--- config.mk ---
export PLATFORM = sky130hd
export DESIGN_NAME = vr_burst_source
export DESIGN_NICKNAME = d
export VERILOG_FILES = /design/src/rtl/vr_burst_source.sv
export SDC_FILE = /design/constraint.sdc
export NUM_CORES = 1
export LEC_CHECK = 0
export CAP_MARGIN = 20
export CORE_ASPECT_RATIO = 0.7
export CORE_MARGIN = 4
export CORE_UTILIZATION = 40
export CTS_CLUSTER_DIAMETER = 150
export DETAILED_ROUTE_END_ITERATION = 7
export GPL_ROUTABILITY_DRIVEN = 0
export PLACE_DENSITY = 0.72
export SLEW_MARGIN = 20
export SYNTH_ARGS = -nofsm -noshare
export SYNTH_HDL_FRONTEND = slang
export SYNTH_SLANG_ARGS = --single-unit
export TNS_END_PERCENT = 50
--- constraint.sdc ---
create_clock -name clk -period 1.52 [get_ports clk]
set_input_delay 0.152 -clock clk [delete_from_list [all_inputs] [get_ports clk]]
set_output_delay 0.152 -clock clk [all_outputs]
set_load 0.1 [all_outputs]
--- src/rtl/vr_burst_source.sv ---
// Valid/ready burst generator: emits `len` incrementing beats from `seed` per start pulse.
// Optional inter-beat idle gap (gap port and GAP state) is enabled by defining VR_SOURCE_GAP_EN.
module vr_burst_source #(
  parameter int WIDTH = 8,
  parameter int LEN_W = 8,
  parameter int GAP_W = 4
) (
  input  logic             clk,
  input  logic             rst_n,
  input  logic             start,
  input  logic [WIDTH-1:0] seed,
  input  logic [LEN_W-1:0] len,
`ifdef VR_SOURCE_GAP_EN
  input  logic [GAP_W-1:0] gap,
`endif
  output logic             busy,
  output logic             done,
  output logic             valid_out,
  output logic [WIDTH-1:0] data_out,
  output logic             last_out,
  input  logic             ready_out
);

  localparam logic [1:0] S_IDLE = 2'd0;
  localparam logic [1:0] S_SEND = 2'd1;
`ifdef VR_SOURCE_GAP_EN
  localparam logic [1:0] S_GAP  = 2'd2;
`endif

  logic [1:0]       state;
  logic [WIDTH-1:0] data_q;
  logic [LEN_W-1:0] remaining;
  logic             done_q;
  logic             final_beat;

`ifdef VR_SOURCE_GAP_EN
  logic [GAP_W-1:0] gap_len;
  logic [GAP_W-1:0] gap_cnt;
`endif

  assign final_beat = (remaining == LEN_W'(1));

  // Every output below is a function of registers only, so ready_out never
  // reaches valid_out combinationally.
  assign valid_out = (state == S_SEND);
  assign data_out  = data_q;
  assign last_out  = valid_out && final_beat;
  assign busy      = (state != S_IDLE);
  assign done      = done_q;

  // NOTE: sequential state uses non-blocking assignments so every register
  // samples pre-edge values; data_q is reset too because it drives data_out.
  always_ff @(posedge clk or negedge rst_n) begin
    if (!rst_n) begin
      state     <= S_IDLE;
      data_q    <= '0;
      remaining <= '0;
      done_q    <= 1'b0;
`ifdef VR_SOURCE_GAP_EN
      gap_len   <= '0;
      gap_cnt   <= '0;
`endif
    end else begin
      done_q <= 1'b0;
      case (state)
        S_IDLE: begin
          if (start) begin
            if (len != '0) begin
              data_q    <= seed;
              remaining <= len;
`ifdef VR_SOURCE_GAP_EN
              gap_len   <= gap;
`endif
              state     <= S_SEND;
            end else begin
              done_q <= 1'b1;
            end
          end
        end
        S_SEND: begin
          if (ready_out) begin
            data_q    <= data_q + 1'b1;
            remaining <= remaining - 1'b1;
            if (final_beat) begin
              state  <= S_IDLE;
              done_q <= 1'b1;
`ifdef VR_SOURCE_GAP_EN
            end else if (gap_len != '0) begin
              gap_cnt <= gap_len;
              state   <= S_GAP;
`endif
            end
          end
        end
`ifdef VR_SOURCE_GAP_EN
        S_GAP: begin
          // gap_cnt counts the idle cycles still to be spent, this one included.
          if (gap_cnt == GAP_W'(1)) state <= S_SEND;
          else                      gap_cnt <= gap_cnt - 1'b1;
        end
`endif
        default: state <= S_IDLE;
      endcase
    end
  end

endmodule

# Yosys cells after proc, flatten, opt, wreduce, memory -nomap -nowiden
# Index checks and enable logic that the tools add are counted.
dict set report classes {
  add_sub_neg 2
  eq_ne 6
  muxes 18
  reduce_logical 7
}
# cell count
set op_table {}
lappend op_table {{$mux 8} 6}
lappend op_table {{$pmux 8 s2} 2}
lappend op_table {{$add 8x1->8 const B} 1}
lappend op_table {{$eq 8x1->1 const B} 1}
lappend op_table {{$mux 2} 4}
lappend op_table {{$reduce_and 4->1} 2}
lappend op_table {{$reduce_bool 8->1} 1}
lappend op_table {{$sub 8x1->8 const B} 1}
lappend op_table {{$mux 1} 4}
lappend op_table {{$ne 2x1->1 const B} 2}
lappend op_table {{$ne 2x2->1 const B} 2}
lappend op_table {{$pmux 2 s2} 1}
lappend op_table {{$reduce_bool 2->1} 2}
lappend op_table {{$eq 2x1->1 const B} 1}
lappend op_table {{$logic_not 2->1} 1}
lappend op_table {{$pmux 1 s2} 1}
lappend op_table {{$logic_and 1x1->1} 1}
dict set report totals {
  regBits 19
  inputBits 20
  output_inout_bits 12
}

# Depth between registers and ports, before layout
dict set report depth {
  ltp_word 4
  depth_mapped 6
  depth_no_buf 6
}

# Least setup slack after synthesis
# OpenSTA, ideal clock, no wires.
dict set report synth_timing {
  path_kind {register to register}
  from {register state[0]}
  to {register state[0]}
  setup_time_ns 0.162
  t_arrival_ns 2.192
  slack_ns -0.834
  stages_incl_launch_ff 4
  n_path_buf 1
  cell_sequence {dfrtp_1 clkbuf_8 and3_1 a21oi_1}
}
dict set report synth_via {
  elab_chain_len 3
  elab_cells_between_ends 8
}
# element line_no
set synth_rtl {}
lappend synth_rtl {{start, declared} 30} ;# logic [1:0] state;
lappend synth_rtl {{start signal, assigned} 55} ;# state <= S_IDLE;
lappend synth_rtl {{start signal, assigned} 74} ;# state <= S_SEND;
lappend synth_rtl {{start signal, assigned} 85} ;# state <= S_IDLE;
lappend synth_rtl {{$eq 2x1->1 / $logic_not 2->1 (equally long branches)} 65} ;# case (state)
lappend synth_rtl {{$ne 2x1->1 (no line) / $ne 2x2->1 (equally long branches)} --}
lappend synth_rtl {{$reduce_and 4->1 (no line)} --}
# Several ways; a longest one is shown, not always the timed one.
# A chain may end at the register's enable or synchronous reset.

# Worst setup path after layout
dict set report layout_timing {
  from {register remaining[4]}
  to {output port last_out}
}
dict set report layout_via {
  elab_chain_len 2
}
# element line_no
set layout_rtl {}
lappend layout_rtl {{start, declared} 32} ;# logic [LEN_W-1:0] remaining;
lappend layout_rtl {{start signal, assigned} 70} ;# remaining <= len;
lappend layout_rtl {{start signal, assigned} 83} ;# remaining <= remaining - 1'b1;
lappend layout_rtl {{$eq 8x1->1} 41} ;# assign final_beat = (remaining == LEN_W'(1));
lappend layout_rtl {{$logic_and 1x1->1} 47} ;# assign last_out = valid_out && final_beat;
lappend layout_rtl {{end, declared} 20} ;# output logic last_out,
# No other way between the ends.

==> impl_summary.log <==
INFO  metric synthesis.area = 1260 um2
INFO  metric ioPinCount = 32
INFO  metric critical_path_peak_fanout = 2
INFO  metric core = around 2900 um2
INFO  metric cts_num_sinks = 18
INFO  metric grt_usage = 22.0%
INFO  metric cts_made_buffers = 3
INFO  metric worstPathBufferInverterCount = 1
INFO  metric outcome = complete, but fails checks
INFO  metric antenna_found_initial = 0
INFO  metric avgViaCountPerCell = 5.78
INFO  metric max_stage_delay = 0.56 ns
INFO  metric drive_gt1_share = 37.2%
INFO  metric power_per_cell_area = about 1500 nW/um2
INFO  metric post_synth_inst_count = 138
INFO  metric routed_len_inst = 18.0 um
INFO  metric synth_area_per_cell = roughly 9 um2
INFO  metric antenna_left = 0
INFO  metric detailroute.via_count = 1311
INFO  metric critical_path_class = reg -> out
INFO  metric antenna-diode-count = 0
INFO  metric setup_viol = 4
INFO  metric synth-async-reset-ratio = 100%
INFO  metric instances_no_fill = roughly 230
INFO  metric dr_iter_0_viols = roughly 120
INFO  metric timing.final.max_slew_violations = 0
INFO  metric die_x = 75.0 um
INFO  metric fin_skew = 0.0107 ns
INFO  metric finalPower = 3.09 mW
INFO  metric fp.dieH = 54.9 um
INFO  metric part_of_the_yosys_area_used_for_sequential_elements = 35.9%
INFO  metric vdd_ir_drop_max = 0.774 mV
INFO  metric final_nets = 215
INFO  metric final_hold_viol_count = 0
INFO  metric crit_path_cell_trace = or4_4, nor2_4, and3_4, buf_12
INFO  metric syn-num-nets = 161
INFO  metric hold_path.class = in -> async
INFO  metric clock_path_buffers = 2
INFO  metric cts_tree = done
INFO  metric rows = 16
INFO  metric ys.flop_type = dfrtp_1
INFO  metric critical_path.endpoint_type = primary output
INFO  metric failed_checks = negative setup slack
INFO  metric timing.critical_path.arrival = around 1.7 ns
INFO  metric vias_in_the_first_global_route = 1325
INFO  metric clkTransAtPathRegs = 0.08 ns
INFO  metric finalWorstPathRequiredPeriod = 1.89 ns
INFO  metric initial_utilization = 43.3%
INFO  metric cts_root_buf = clkbuf_8
INFO  metric total_congestion_overflow_after_global_routing = 0
INFO  metric maximum_number_of_pins_on_one_net_before_global_route_repair = 25
INFO  metric timing.slew.headroom = 80.8%
INFO  metric grt_first_pass_wirelength = 6490 um
INFO  metric layout_worst_path_cycle_share = 124%
INFO  metric worst_path_max_delay_cell = or4_4
INFO  metric drv.max_cap_violation_count = 0
INFO  metric crit_family = simple AND/OR/NAND/NOR gates
INFO  metric synth-seq-cells = 18
INFO  metric setup.worst_path.start_class = flop
INFO  metric hold_buffers = 0
INFO  metric port-buffer-count = 31
INFO  metric final_setup_slack_of_the_worst_path = -0.371 ns
INFO  metric grt_setup_unrepaired = yes
INFO  metric die_area = 4120 um2
INFO  metric synthDistinctLibCells = 41
INFO  metric firstDrtPassIters = 4
INFO  metric layout-area-overhead-vs-synth = 63.2%
INFO  metric worst_slew_pin_slew = about 0.29 ns
INFO  metric cp_data_required_time = 1.37 ns
INFO  metric drt_drc_violations_left = 0
INFO  metric clk_latency = 0.27 ns
INFO  metric setup-tns-final = -0.907 ns
INFO  metric synth-edff-count = 0
INFO  metric ctsHtreeMaxLevel = 1
INFO  metric static-leakage-power = 0.881 nW
INFO  metric dp.cells = approximately 220
INFO  metric routed_wl = 4090 um
INFO  metric max_freq = 0.529 GHz
INFO  metric place_hpwl = 3070 um
INFO  metric yosys_warnings = 0
[logic make-up after synthesis]
group                      Yosys count  share of synthesized area [%]
DFF                                 18                           35.9
muxes                                8                           6.47
buffers and inverters               17                           7.17
and+or+nand+nor                     53                           24.7
adders and majority gates            3                           2.99
AOI/OAI and AO/OA                   39                           22.8
[final timing paths]
| path | startpoint | to | slack [ns] | cells past startpoint |
|---|---|---|---|---|
| worst max-delay path | remaining[4] | last_out | -0.37 | 4 |
| worst min-delay path | rst_n | remaining[3] | 0.21 | 2 |
| worst max register to register | remaining[4] | remaining[7] | -0.26 | 5 |
| worst min register to register | remaining[0] | remaining[0] | 0.52 | 1 |
| max in group asynchronous | rst_n | data_out[0] | 1.06 | 2 |
| min in group clk | len[5] | remaining[5] | 0.25 | 3 |
[worst reg2reg max path: stages, from the launching register on]
cell and delay [ns]:
dfrtp_1 0.40, or4_4 0.56, buf_4 0.17, nor4_4 0.15, mux2i_1 0.13, a221o_1 0.27
[area by class of cell]
type,instances,area (um2)
timing repair buffer,59,658
sequential,18,475
clock buffer,4,55.1
multi-input combinational,103,791
fill,195,852
tap,36,45.0
inverter,7,26.3
[registers in the layout, indices dropped and copies added, names as in the netlist]
name       cells
data_out       8
remaining      8
done           1
state          1
[layout by cell type (no fill, tap or decap), types with 2 or more instances in the layout]
master	n
buf_4	26
clkdlybuf4s50_1	15
buf_12	12
nand2_1	10
dfrtp_1	10
nor2_1	9
o21ai_0	8
inv_1	7
a211oi_1	7
nor3_1	6
mux2i_1	6
dfrtp_4	6
nand3_1	4
clkbuf_8	4
dlymetal6s2s_1	4
and2_1	3
a221oi_1	3
a21oi_1	3
a221o_1	3
o221ai_1	3
nor4_2	2
nor2b_1	2
and4_1	2
nand4_1	2
nand3b_1	2
ha_1	2
dfrtp_2	2
buf_6	2
[per-stage QoR]
stage	setup WS [ns]	utilization (%)	area, um2	hold slack, ns
2_1_floorplan	-0.150	-	1340	-0.144
3_3_place_gp	-0.304	66.6	1930	0.498
3_5_place_dp	-0.376	66.6	1930	0.509
4_1_cts	-0.354	69.7	2020	0.227
5_1_grt	-0.382	70.6	2050	0.235
6_report	-0.371	70.6	2050	0.211
[cells in the mapped netlist (2+ instances only)]
master	n	area share (%)
mux2i_1	7	5.6
inv_1	7	2.1
nor4_2	2	2.0
nor2_1	11	3.3
nand4_1	2	1.0
a221o_1	3	2.4
and4_1	2	1.4
nor2b_1	2	1.0
a21oi_1	4	1.6
nand3_1	4	1.6
a221oi_1	3	2.1
buf_2	2	0.80
nand3b_1	2	1.2
o21ai_0	8	3.2
nand2b_1	3	1.5
ha_1	3	3.0
and2_1	3	1.5
clkbuf_8	2	2.2
dfrtp_1	18	36
a211oi_1	8	4.8
nor3_1	6	2.4
clkbuf_1	5	1.5
o221ai_1	3	2.1
and3_1	2	1.0
nand2_1	10	3.0
[layer usage]
| metal | track usage [%] | up-vias | wire length, um |
|---|---|---|---|
| met3 | 6.06 | 6 | 243 |
| met4 | 6.21 | 0 | 50 |
| met1 | 29.1 | 631 | 1850 |
| li1 | - | 627 | - |
| met2 | 35.4 | 47 | 1950 |
| met5 | 0 | - | 0 |
[timing repair]
item / in CTS / in global routing
resized for setup: 3 / 9
buffers inserted: 2 / 0
endpoints found under the setup margin: 12 / 17
pin swaps: 2 / 6
[report_power, final]
part / internal (mW) / switching (mW) / leakage (nW) / total (mW)
Clock: 0.231 / 0.192 / 0.0288 / 0.423
Sequential: 0.647 / 0.243 / 0.199 / 0.890
Combinational: 0.738 / 1.04 / 0.652 / 1.78
Total: 1.62 / 1.48 / 0.881 / 3.09
(Power assumes the default switching activity.)
